**src/rtl/quad_encoder_emulator_if.sv**
```systemverilog
// Step-command handshake between a stimulus source (master) and the
// quadrature encoder emulator (slave).
interface quad_encoder_emulator_if;
    logic       cmd_valid;
    logic       cmd_dir;
    logic [7:0] cmd_steps;
    logic       cmd_ready;

    modport master (
        output cmd_valid,
        output cmd_dir,
        output cmd_steps,
        input  cmd_ready
    );

    modport slave (
        input  cmd_valid,
        input  cmd_dir,
        input  cmd_steps,
        output cmd_ready
    );
endinterface

```
**src/rtl/quad_encoder_emulator.sv**
```systemverilog
// Quadrature A/B and active-low pushbutton generator driven by step/press
// commands; tracks the net signed edge count emitted.
module quad_encoder_emulator #(
    parameter int STEP_DIV     = 4,
    parameter int PRESS_CYCLES = 2,
    parameter int POS_W        = 16
) (
    input  logic                    i_clk,
    input  logic                    i_rst,
    quad_encoder_emulator_if.slave  cmd_if,
    input  logic                    i_btn_req,
    output logic [1:0]              o_quad_out,
    output logic                    o_btn_n,
    output logic                    o_busy,
    output logic                    o_done,
    output logic signed [POS_W-1:0] o_pos
);

    localparam int DIV_W = (STEP_DIV > 1) ? $clog2(STEP_DIV) : 1;
    localparam int PC_W  = $clog2(PRESS_CYCLES + 1);

    localparam logic [DIV_W-1:0] DIV_RELOAD = DIV_W'(STEP_DIV - 1);
    localparam logic [DIV_W-1:0] DIV_ZERO   = {DIV_W{1'b0}};
    localparam logic [DIV_W-1:0] DIV_ONE    = DIV_W'(1);
    localparam logic [PC_W-1:0]  PC_LOAD    = PC_W'(PRESS_CYCLES);
    localparam logic [PC_W-1:0]  PC_ONE     = PC_W'(1);
    localparam logic [POS_W-1:0] POS_ONE    = POS_W'(1);

    typedef enum logic {ST_IDLE = 1'b0, ST_RUN = 1'b1} step_state_t;
    typedef enum logic {BTN_IDLE = 1'b0, BTN_PRESS = 1'b1} btn_state_t;

    step_state_t      r_state, w_state_nxt;
    logic [DIV_W-1:0] r_div, w_div_nxt;
    logic [7:0]       r_remain, w_remain_nxt;
    logic             r_dir, w_dir_nxt;
    logic [1:0]       r_quad, w_quad_nxt;
    logic [POS_W-1:0] r_pos, w_pos_nxt;
    logic             r_done, w_done_nxt;
    logic             r_busy;
    logic             r_cmd_ready;

    btn_state_t       r_btn_state, w_btn_state_nxt;
    logic [PC_W-1:0]  r_press_cnt, w_press_cnt_nxt;
    logic             r_btn_n;

    // Gray-code walk in (B,A): CW 00->01->11->10, CCW the reverse.
    function automatic logic [1:0] next_phase(input logic [1:0] ph, input logic dir);
        logic [1:0] nxt;
        if (dir) begin
            nxt = {ph[0], ~ph[1]};
        end else begin
            nxt = {~ph[0], ph[1]};
        end
        return nxt;
    endfunction

    // Step FSM next-state: command acceptance, edge pacing and position update.
    always_comb begin
        w_state_nxt  = r_state;
        w_div_nxt    = r_div;
        w_remain_nxt = r_remain;
        w_dir_nxt    = r_dir;
        w_quad_nxt   = r_quad;
        w_pos_nxt    = r_pos;
        w_done_nxt   = 1'b0;
        case (r_state)
            ST_IDLE: begin
                if (cmd_if.cmd_valid && r_cmd_ready) begin
                    if (cmd_if.cmd_steps == 8'd0) begin
                        w_done_nxt = 1'b1;
                    end else begin
                        w_dir_nxt    = cmd_if.cmd_dir;
                        w_remain_nxt = cmd_if.cmd_steps;
                        w_div_nxt    = DIV_RELOAD;
                        w_state_nxt  = ST_RUN;
                    end
                end else begin
                    w_state_nxt = ST_IDLE;
                end
            end
            ST_RUN: begin
                if (r_div == DIV_ZERO) begin
                    w_quad_nxt   = next_phase(r_quad, r_dir);
                    w_pos_nxt    = r_dir ? (r_pos + POS_ONE) : (r_pos - POS_ONE);
                    w_remain_nxt = r_remain - 8'd1;
                    w_div_nxt    = DIV_RELOAD;
                    if (r_remain == 8'd1) begin
                        w_state_nxt = ST_IDLE;
                        w_done_nxt  = 1'b1;
                    end else begin
                        w_state_nxt = ST_RUN;
                    end
                end else begin
                    w_div_nxt = r_div - DIV_ONE;
                end
            end
            default: begin
                w_state_nxt = ST_IDLE;
            end
        endcase
    end

    // Button FSM next-state; a request on the last low cycle starts a fresh press.
    always_comb begin
        w_btn_state_nxt = r_btn_state;
        w_press_cnt_nxt = r_press_cnt;
        case (r_btn_state)
            BTN_IDLE: begin
                if (i_btn_req) begin
                    w_btn_state_nxt = BTN_PRESS;
                    w_press_cnt_nxt = PC_LOAD;
                end else begin
                    w_btn_state_nxt = BTN_IDLE;
                end
            end
            BTN_PRESS: begin
                if (r_press_cnt > PC_ONE) begin
                    w_press_cnt_nxt = r_press_cnt - PC_ONE;
                end else if (i_btn_req) begin
                    w_press_cnt_nxt = PC_LOAD;
                end else begin
                    w_btn_state_nxt = BTN_IDLE;
                    w_press_cnt_nxt = {PC_W{1'b0}};
                end
            end
            default: begin
                w_btn_state_nxt = BTN_IDLE;
            end
        endcase
    end

    // State and output registers for both FSMs.
    always_ff @(posedge i_clk) begin
        if (i_rst) begin
            r_state     <= ST_IDLE;
            r_div       <= DIV_ZERO;
            r_remain    <= 8'd0;
            r_dir       <= 1'b0;
            r_quad      <= 2'b00;
            r_pos       <= {POS_W{1'b0}};
            r_done      <= 1'b0;
            r_busy      <= 1'b0;
            r_cmd_ready <= 1'b1;
            r_btn_state <= BTN_IDLE;
            r_press_cnt <= {PC_W{1'b0}};
            r_btn_n     <= 1'b1;
        end else begin
            r_state     <= w_state_nxt;
            r_div       <= w_div_nxt;
            r_remain    <= w_remain_nxt;
            r_dir       <= w_dir_nxt;
            r_quad      <= w_quad_nxt;
            r_pos       <= w_pos_nxt;
            r_done      <= w_done_nxt;
            r_busy      <= (w_state_nxt == ST_RUN);
            r_cmd_ready <= (w_state_nxt == ST_IDLE);
            r_btn_state <= w_btn_state_nxt;
            r_press_cnt <= w_press_cnt_nxt;
            r_btn_n     <= (w_btn_state_nxt != BTN_PRESS);
        end
    end

    assign cmd_if.cmd_ready = r_cmd_ready;
    assign o_quad_out       = r_quad;
    assign o_btn_n          = r_btn_n;
    assign o_busy           = r_busy;
    assign o_done           = r_done;
    assign o_pos            = r_pos;

endmodule

```
**src/flat_wrapper.sv**
```systemverilog
// flat-port wrapper written by rule: the top's interface ports become plain ports
module quad_encoder_emulator_flat 
#(
    parameter int STEP_DIV     = 4,
    parameter int PRESS_CYCLES = 2,
    parameter int POS_W        = 16
)
  (i_clk, i_rst, i_btn_req, o_quad_out, o_btn_n, o_busy, o_done, o_pos, cmd_if_cmd_valid, cmd_if_cmd_dir, cmd_if_cmd_steps, cmd_if_cmd_ready);
  quad_encoder_emulator_if cmd_if_i ();
  input  logic i_clk;
  input  logic i_rst;
  input  logic i_btn_req;
  output logic [1:0] o_quad_out;
  output logic o_btn_n;
  output logic o_busy;
  output logic o_done;
  output logic signed [POS_W-1:0] o_pos;
  input wire logic [$bits(cmd_if_i.cmd_valid)-1:0] cmd_if_cmd_valid;
  input wire logic [$bits(cmd_if_i.cmd_dir)-1:0] cmd_if_cmd_dir;
  input wire logic [$bits(cmd_if_i.cmd_steps)-1:0] cmd_if_cmd_steps;
  output wire logic [$bits(cmd_if_i.cmd_ready)-1:0] cmd_if_cmd_ready;
  assign cmd_if_i.cmd_valid = cmd_if_cmd_valid;
  assign cmd_if_i.cmd_dir = cmd_if_cmd_dir;
  assign cmd_if_i.cmd_steps = cmd_if_cmd_steps;
  assign cmd_if_cmd_ready = cmd_if_i.cmd_ready;
  quad_encoder_emulator #(.STEP_DIV(STEP_DIV), .PRESS_CYCLES(PRESS_CYCLES), .POS_W(POS_W)) u_core (.i_clk(i_clk), .i_rst(i_rst), .cmd_if(cmd_if_i), .i_btn_req(i_btn_req), .o_quad_out(o_quad_out), .o_btn_n(o_btn_n), .o_busy(o_busy), .o_done(o_done), .o_pos(o_pos));
endmodule
```
**config.mk**
```make
export PLATFORM = sky130hd
export DESIGN_NAME = quad_encoder_emulator_flat
export DESIGN_NICKNAME = d
export VERILOG_FILES = /design/src/rtl/quad_encoder_emulator_if.sv /design/src/rtl/quad_encoder_emulator.sv /design/src/flat_wrapper.sv
export SDC_FILE = /design/constraint.sdc
export NUM_CORES = 1
export LEC_CHECK = 0
export ABC_AREA = 1
export BUFFER_PORTS_ARGS = -buffer_cell sky130_fd_sc_hd__buf_4
export CORE_UTILIZATION = 53
export DETAILED_ROUTE_END_ITERATION = 10
export PLACE_DENSITY = 0.74
export SLEW_MARGIN = 10
export SYNTH_ARGS = -nofsm -noshare
export SYNTH_HDL_FRONTEND = slang
export SYNTH_SLANG_ARGS = --single-unit
```
**constraint.sdc**
```tcl
create_clock -name i_clk -period 2.9 [get_ports i_clk]
set_input_delay 0.29 -clock i_clk [delete_from_list [all_inputs] [get_ports i_clk]]
set_output_delay 0.29 -clock i_clk [all_outputs]
set_load 0.01 [all_outputs]
```
### Word-level counts from Yosys, hierarchy flattened

Cells that the tools add are included.
W data, S select, Z words.

* bits in registers: 36
* latch bits: 0
* bits in writable memories: 0
* memory bits (read-only): 0
* input port bits: 13
* output and inout port bits: 22
* word-level logic and storage cells: 63
* memories: 0

* add/sub/neg operators: 5
* multipliers: 0
* divide/modulo/power cells: 0
* order comparisons: 1
* eq/ne operators: 5
* shift operators: 0
* multiplexer cells: 27
* bitwise logic cells: 7
* reduce and logical (&&, ||, !) cells: 7

Operator list (count)
* $mux W8: 3
* $add A16 B1 Y16 const B: 1
* $mux W16: 1
* $pmux W8 S2: 1
* $sub A16 B1 Y16 const B: 1
* $mux W2: 7
* $mux W1: 10
* $eq A8 B1 Y1 const B: 1
* $logic_not A8 Y1: 1
* $pmux W2 S2: 2
* $sub A8 B1 Y8 const B: 1
* $not A1 Y1: 7
* $ne A2 B2 Y1 const B: 3
* $pmux W1 S2: 3
* $reduce_and A3 Y1: 2
* $reduce_and A2 Y1: 2
* $sub A2 B1 Y2 const B: 2
* $gt A2 B1 Y1 const B: 1
* $logic_not A2 Y1: 1
* $ne A2 B1 Y1 const B: 1
* $logic_and A1 B1 Y1: 1

### Depth between registers and ports, before layout

Gate-level depths: netlist (run 1).

* word-level depth: 5
* depth in mapped cells: 12
* mapped depth without buffers: 12

### Worst setup path after synthesis (run 1)

Ideal clock, no wire load.

* path kind: reg2reg
* from: register u_core.r_dir
* to: register u_core.r_pos[8] (netlist: u_core.o_pos[8])
* setup time: 0.109 ns
* data arrival time: 1.722 ns
* required time: 2.791 ns
* slack: 1.070 ns
* stages on the path, launching flop included: 11
* buffers on the path: 0
* clock period less this slack: 1.830 ns
* path through: dfxtp_1 inv_1 ha_1 or2_1 and2_4 nand2_2 nand2_2 xnor2_1 nand2_1 nand2_1 inv_1

* cells in the longest elaborated chain, start to end: 1

RTL lines
* from (decl): line quad_encoder_emulator.sv:35 `logic r_dir, w_dir_nxt;`
* from (signal assigned): line quad_encoder_emulator.sv:151 `r_dir <= w_dir_nxt;`
* $mux W16: line quad_encoder_emulator.sv:84 `w_pos_nxt = r_dir ? (r_pos + POS_ONE) : (r_pos - POS_ONE);`
* to (signal assigned): line quad_encoder_emulator.sv:140 `r_pos <= {POS_W{1'b0}};`
* to (signal assigned): line quad_encoder_emulator.sv:153 `r_pos <= w_pos_nxt;`
* to (decl): line quad_encoder_emulator.sv:37 `logic [POS_W-1:0] r_pos, w_pos_nxt;`

Every way passes these cells.
A chain may end at the register's enable or synchronous reset.

### Final worst setup path (run 1)

* from: register u_core.r_dir
* to: register u_core.r_pos[10] (netlist: u_core.o_pos[10])

The elaborated chain is that of the path after synthesis.

==> reports/metrics.cfg, run 1 <==
[power_and_ir_drop]
comb_power_share_pct = 43.0
power_density_mw_per_mm2 = 587
swShare_pct = 40.9
p_sw_mw = 0.691
pwr-share-seq_pct = 34.9
p_int_mw = 0.999
clock_power_share_pct = 22.0
p_leak_nw = 1.56
irDropWorstVdd_v = 0.000364
total_power_mw = 1.69

[clock_tree]
cts_max_level = 2
cts_sinks = 36
cts_hold_buf = 0
cts_setup_buffers = 0
clk_path_buf_depth = 2
ctsResizeCount = 0
cts_buffers = 5
path_clk_slew_ps = 80
cts_tree = built
root_buffer = clkbuf_8
clock_latency_ps = 300

[synth]
syn_inst = 388
ys_warn_count = 0
postSynthAreaPerCell_um2 = 6.52
ys_ff_latch = 36
ys_types = 34
synthTopCellsByArea = dfxtp_1 (29%), nand2_1 (14%), inv_1 (8.6%)
seq_area_frac_synth_pct = 28.5
synth.net_count = 419
ys_async_sr_fraction_pct = 0
synth_top_cell_area_share_pct = 28.5
synth-edff-count = 0
netlist_area_mm2 = 0.00253
yosys.area.top_type = dfxtp_1
synthFlopType = dfxtp_1

[worst_setup_path]
required_ps = 3100
worstPathMaxFanout = 16
crit_top_cell = nand2_1
slowest_stage = inv_1
cp.arrival_ps = 2370
criticalPathCategory = reg -> reg
worst-path-buf-inv = 2
cp-start-kind = register
cp_top_family = simple AND/OR/NAND/NOR gates
critPathCaptureType = register
max_stage_delay_ps = 450
cp_cell_sequence = inv_1 -> ha_1 -> or2_1 -> nand3b_1 -> nand2_1 -> nand2_1 -> nand2_1 -> nand2_1 -> nand3_1 -> nand2_1 -> inv_1

[detailed_routing]
wl_um = 5500
drc_errors = 0
drt_iter0_markers = 137
first_pass_iters = 4
via_count = 2431
route.antenna.remaining_nets = 0
via_per_inst = 5.14
wl_per_cell_um = 11.6

[die]
core_mm2 = 0.00447
die_area_mm2 = 0.00505
die_w_um = 71.1
die_h_um = 71.1
io_pins = 35
initial_core_util_pct = 56.5
num_rows = 24

[final_layout]
num_antenna_cells = 0
fill_cells = 432
multi_input_area_mm2 = 0.00150
synthToLayoutAreaGrowth_pct = 14.0
stdcell_area_mm2 = 0.00288
fin_nets = 451
regArea_um2 = 721
drive_above_1_share_pct = 18.1

[sta]
setup_viol = 0
max_freq_ghz = 0.463
period_share_pct = 74.5
drv_slew = 0
rsz0062_at_grt = false
tns_ps = 0
finClkSkew_ps = 11.0
worst_pin_slew_ps = 629
hold_violations = 0
max-slew-margin-rel_pct = 58.0
period_minus_slack_ps = 2160

[hold_path]
min_path_type = in -> reg

[placed_design]
placed_area_mm2 = 0.00279
portBuffers = 34
place_congestion = 0.871
dp_hpwl_um = 4130

[run]
max_cap_violations = 0

[global_route]
grt_max_degree = 33
grt_usage_pct = 23.7
grt_antenna_before_repair = 0
first_global_vias = 2161
grt_first_pass_wirelength_um = 9520
gr-total-overflow = 0

[run_status]
status = completed

==> placed cells by master, fill, tap and decap left out, types with 15 or more instances in the layout <==
cell type / n
buf_4: 34
a21oi_1: 24
dfxtp_1: 36
nor2_1: 42
o21ai_0: 15
nand3_1: 27
nand2_1: 93
inv_1: 58
ha_1: 17
==> tightest hold or removal path, cell delays in order <==
cell     delay, ps
buf_4          120
inv_1           40
a21oi_1         70
==> worst paths after layout <==
| check | start | end | slack [ps] | depth (start not counted) |
|---|---|---|---|---|
| max | u_core.r_dir | u_core.o_pos[10] | 740 | 11 |
| min | i_btn_req | u_core.r_btn_state | 260 | 3 |
| max reg2reg | u_core.r_dir | u_core.o_pos[10] | 740 | 11 |
| min reg2reg | u_core.r_div[1] | u_core.r_div[1] | 460 | 2 |
==> layer usage <==
layer	global-route usage [%]	wire, um
met3	4.84	280
met4	7.33	66
met2	41.2	2590
met1	29.5	2560
met5	0	0
==> state kept, by name, summed over array words and instances, names as in the netlist, 2 cells and up <==
register / count
u_core.r_press_cnt: 2
u_core.o_quad_out: 2
u_core.r_div: 2
u_core.r_remain: 8
u_core.o_pos: 16
==> cell usage after synthesis (2+ instances only) <==
cell and n:
nand2_1 93, inv_1 58, nor2_1 42, dfxtp_1 36, nand3_1 27, a21oi_1 24
ha_1 17, o21ai_0 15, inv_2 9, nand2_2 9, o21ai_1 7, buf_2 6
xor2_1 5, nor3_2 4, o211ai_1 4, xnor2_1 4, a21oi_2 3, nand4_1 3
nor2_2 3, buf_6 2, nand3_2 2, nor3_1 2, o21a_1 2
==> final cells by class <==
class | count | area share (%)
Multi-Input combinational cell | 276 | 52.0
Sequential cell | 36 | 25.0
Timing Repair Buffer | 34 | 8.86
Tap cell | 52 | 2.26
Inverter | 67 | 8.73
Clock buffer | 5 | 2.39
Clock inverter | 3 | 0.738
==> power by group through the flow <==
| stage | Clock [mW] | Combinational (mW) | Sequential, mW |
|---|---|---|---|
| 2_1_floorplan | 0 | 0.561 | 0.604 |
| 3_3_place_gp | 0 | 0.711 | 0.601 |
| 3_5_place_dp | 0 | 0.723 | 0.602 |
| 4_1_cts | 0.385 | 0.725 | 0.591 |
| 5_1_grt | 0.406 | 0.831 | 0.598 |
| 6_report | 0.373 | 0.727 | 0.591 |
==> logic make-up (layout without fill, tap and decap cells) <==
logic type | after synthesis | count (layout) | share of synthesized area [%]
AND/OR/NAND/NOR | 191 | 191 | 33.8
buffers and inverters | 76 | 109 | 12.2
AO/OA/AOI/OAI | 57 | 57 | 12.7
flip-flops | 36 | 36 | 28.5
adder cells (fa/ha/maj) | 18 | 18 | 9.20
XOR/XNOR | 9 | 9 | 3.12
multiplexers | 1 | 1 | 0.396
==> per-stage QoR <==
| stage | utilization (%) | hold WS [ps] | cells | setup WS (ps) |
|---|---|---|---|---|
| after global placement | 62.4 | 451 | 465 | 839 |
| after detailed placement | 62.4 | 458 | 465 | 750 |
| final | 64.4 | 263 | 473 | 740 |
| after floorplan | - | 434 | 388 | 1070 |
| after CTS | 64.4 | 258 | 473 | 738 |
| after global routing | 64.4 | 286 | 473 | 542 |
Note: power is estimated with default switching activity, not from simulation.
==> run 2: changes to the inputs <==
- clock period: 2.9 -> 2 ns (I/O delays scaled with it)
==> run 2 against run 1 <==
Final cell count increased by 1.3%. Routed wire length increased by 1.5%. First-iteration DRC count decreased by 38%. Die area unchanged. Count of clock-buffer cells in the layout unchanged. Fmax increased by 19%. Combinational power increased by 51%. Non-clock buffer count increased by 6. Total power increased by 48%. Clock power increased by 46%. Global-route usage increased by 1.0 points. Critical endpoint is now u_core.o_pos[15]. Largest cell class unchanged.
==> reports/metrics.cfg, run 2 (same netlist as run 1, synthesis figures left out) <==
[run_status]
status = completed

[global_route]
grt_antenna_before_repair = 0
grt_first_pass_wirelength_um = 9950
grt_usage_pct = 24.8
first_global_vias = 2357
grt_max_degree = 20
gr-total-overflow = 0

[detailed_routing]
wl_um = 5580
via_per_inst = 5.05
drt_iter0_markers = 85
first_pass_iters = 4
route.antenna.remaining_nets = 0
via_count = 2420
drc_errors = 0
wl_per_cell_um = 11.6

[worst_setup_path]
critPathCaptureType = register
r2r_cells = 12
reg2reg_to = u_core.o_pos[15]
criticalPathCategory = reg -> reg
cp.arrival_ps = 2030
r2r_slack_ps = 180
required_ps = 2210
worstPathMaxFanout = 16
worstReg2RegStart = u_core.r_dir
cp-start-kind = register

[sta]
max-slew-margin-rel_pct = 58.1
period_minus_slack_ps = 1820
max_freq_ghz = 0.550
period_share_pct = 90.9
finClkSkew_ps = 4.26
hold_violations = 0
tns_ps = 0
drv_slew = 0
worst_pin_slew_ps = 628
rsz0062_at_grt = false
setup_viol = 0

[final_layout]
layout_common_cells = nand2_1 (93), inv_1 (58), nor2_1 (42)
num_antenna_cells = 0
fin_nets = 457
drive_above_1_share_pct = 19.2
synthToLayoutAreaGrowth_pct = 16.7
stdcell_area_mm2 = 0.00295
largest_register_ffs = 16
final_common_cell = nand2_1

[clock_tree]
ctsResizeCount = 0
cts_setup_buffers = 0
cts_sinks = 36
cts_tree = built
clock_latency_ps = 300
root_buffer = clkbuf_8
cts_buffers = 5
path_clk_slew_ps = 80
clk_path_buf_depth = 2
cts_max_level = 2
cts_hold_buf = 0

[die]
num_rows = 24
die_w_um = 71.1
die_h_um = 71.1
core_mm2 = 0.00447
io_pins = 35
initial_core_util_pct = 56.5
die_area_mm2 = 0.00505

[hold_path]
hold_start = i_btn_req
worstHoldEndpoint = u_core.r_press_cnt[1]
whs_path_depth = 3
min_path_type = in -> reg

[run]
max_cap_violations = 0

[power_and_ir_drop]
p_leak_nw = 1.60
irDropWorstVdd_v = 0.000506
power_density_mw_per_mm2 = 845

[placed_design]
placed_area_mm2 = 0.00286
dp_hpwl_um = 4190
place_congestion = 0.866
portBuffers = 34

run 2: cell types whose count changed in the layout (fill, tap and decap cells not counted):
cell    delta
buf_4      +4
buf_12     +2
run 2: area by class of cell:
class                   instances  area [um^2]
flip-flops and latches         36          721
fillers                       404         1520
repair buffers                 40          325
clock buffers                   5         68.8
multi-input cells             276         1500
clock inverters                 3         21.3
well taps                      52         65.1
inverters                      67          251
run 2: power breakdown:
group          internal (mW)  total [mW]  leakage (nW)  switching, mW
registers              0.790       0.852         0.297         0.0621
clock network          0.247       0.544        0.0445          0.297
logic                  0.442        1.10          1.26          0.654
run 2: worst max-delay path by stage:
stage                       end  slack, ps    startpoint
2_1_floorplan   u_core.o_pos[8]        170  u_core.r_dir
6_report       u_core.o_pos[15]        180  u_core.r_dir
3_3_place_gp   u_core.o_pos[15]        240  u_core.r_dir
3_5_place_dp   u_core.o_pos[15]        210  u_core.r_dir
4_1_cts        u_core.o_pos[13]        190  u_core.r_dir
5_1_grt        u_core.o_pos[13]          9  u_core.r_dir
run 2: per-stage QoR:
stage               setup WS, ps  util, %  power [mW]  hold WS (ps)  instances
global placement             240     64.0        1.94           449        471
global route                8.92     66.0        2.71           179        479
floorplan                    170        -        1.69           352        388
detailed placement           205     64.0        1.96           464        471
CTS                          193     66.0        2.51           151        479
finish                       182     66.0        2.49           157        479
run 2: routing by layer:
metal	routed length, um	vias to the layer above	GRT usage, %
met3	230	11	4.84
met2	2790	46	45.8
met5	0	-	0
met4	112	0	9.33
li1	-	1303	-
met1	2440	1060	28.0
run 2: critical path, cell delays in order, from the launching register on:
cell and delay (ps):
dfxtp_1 330, inv_1 60, buf_12 150, ha_1 340, nand2_1 110, nor2_2 120
nand3_2 80, nand2_1 160, nand2_1 100, nand3_1 80, nand3_1 80, nand2_1 70
inv_1 30
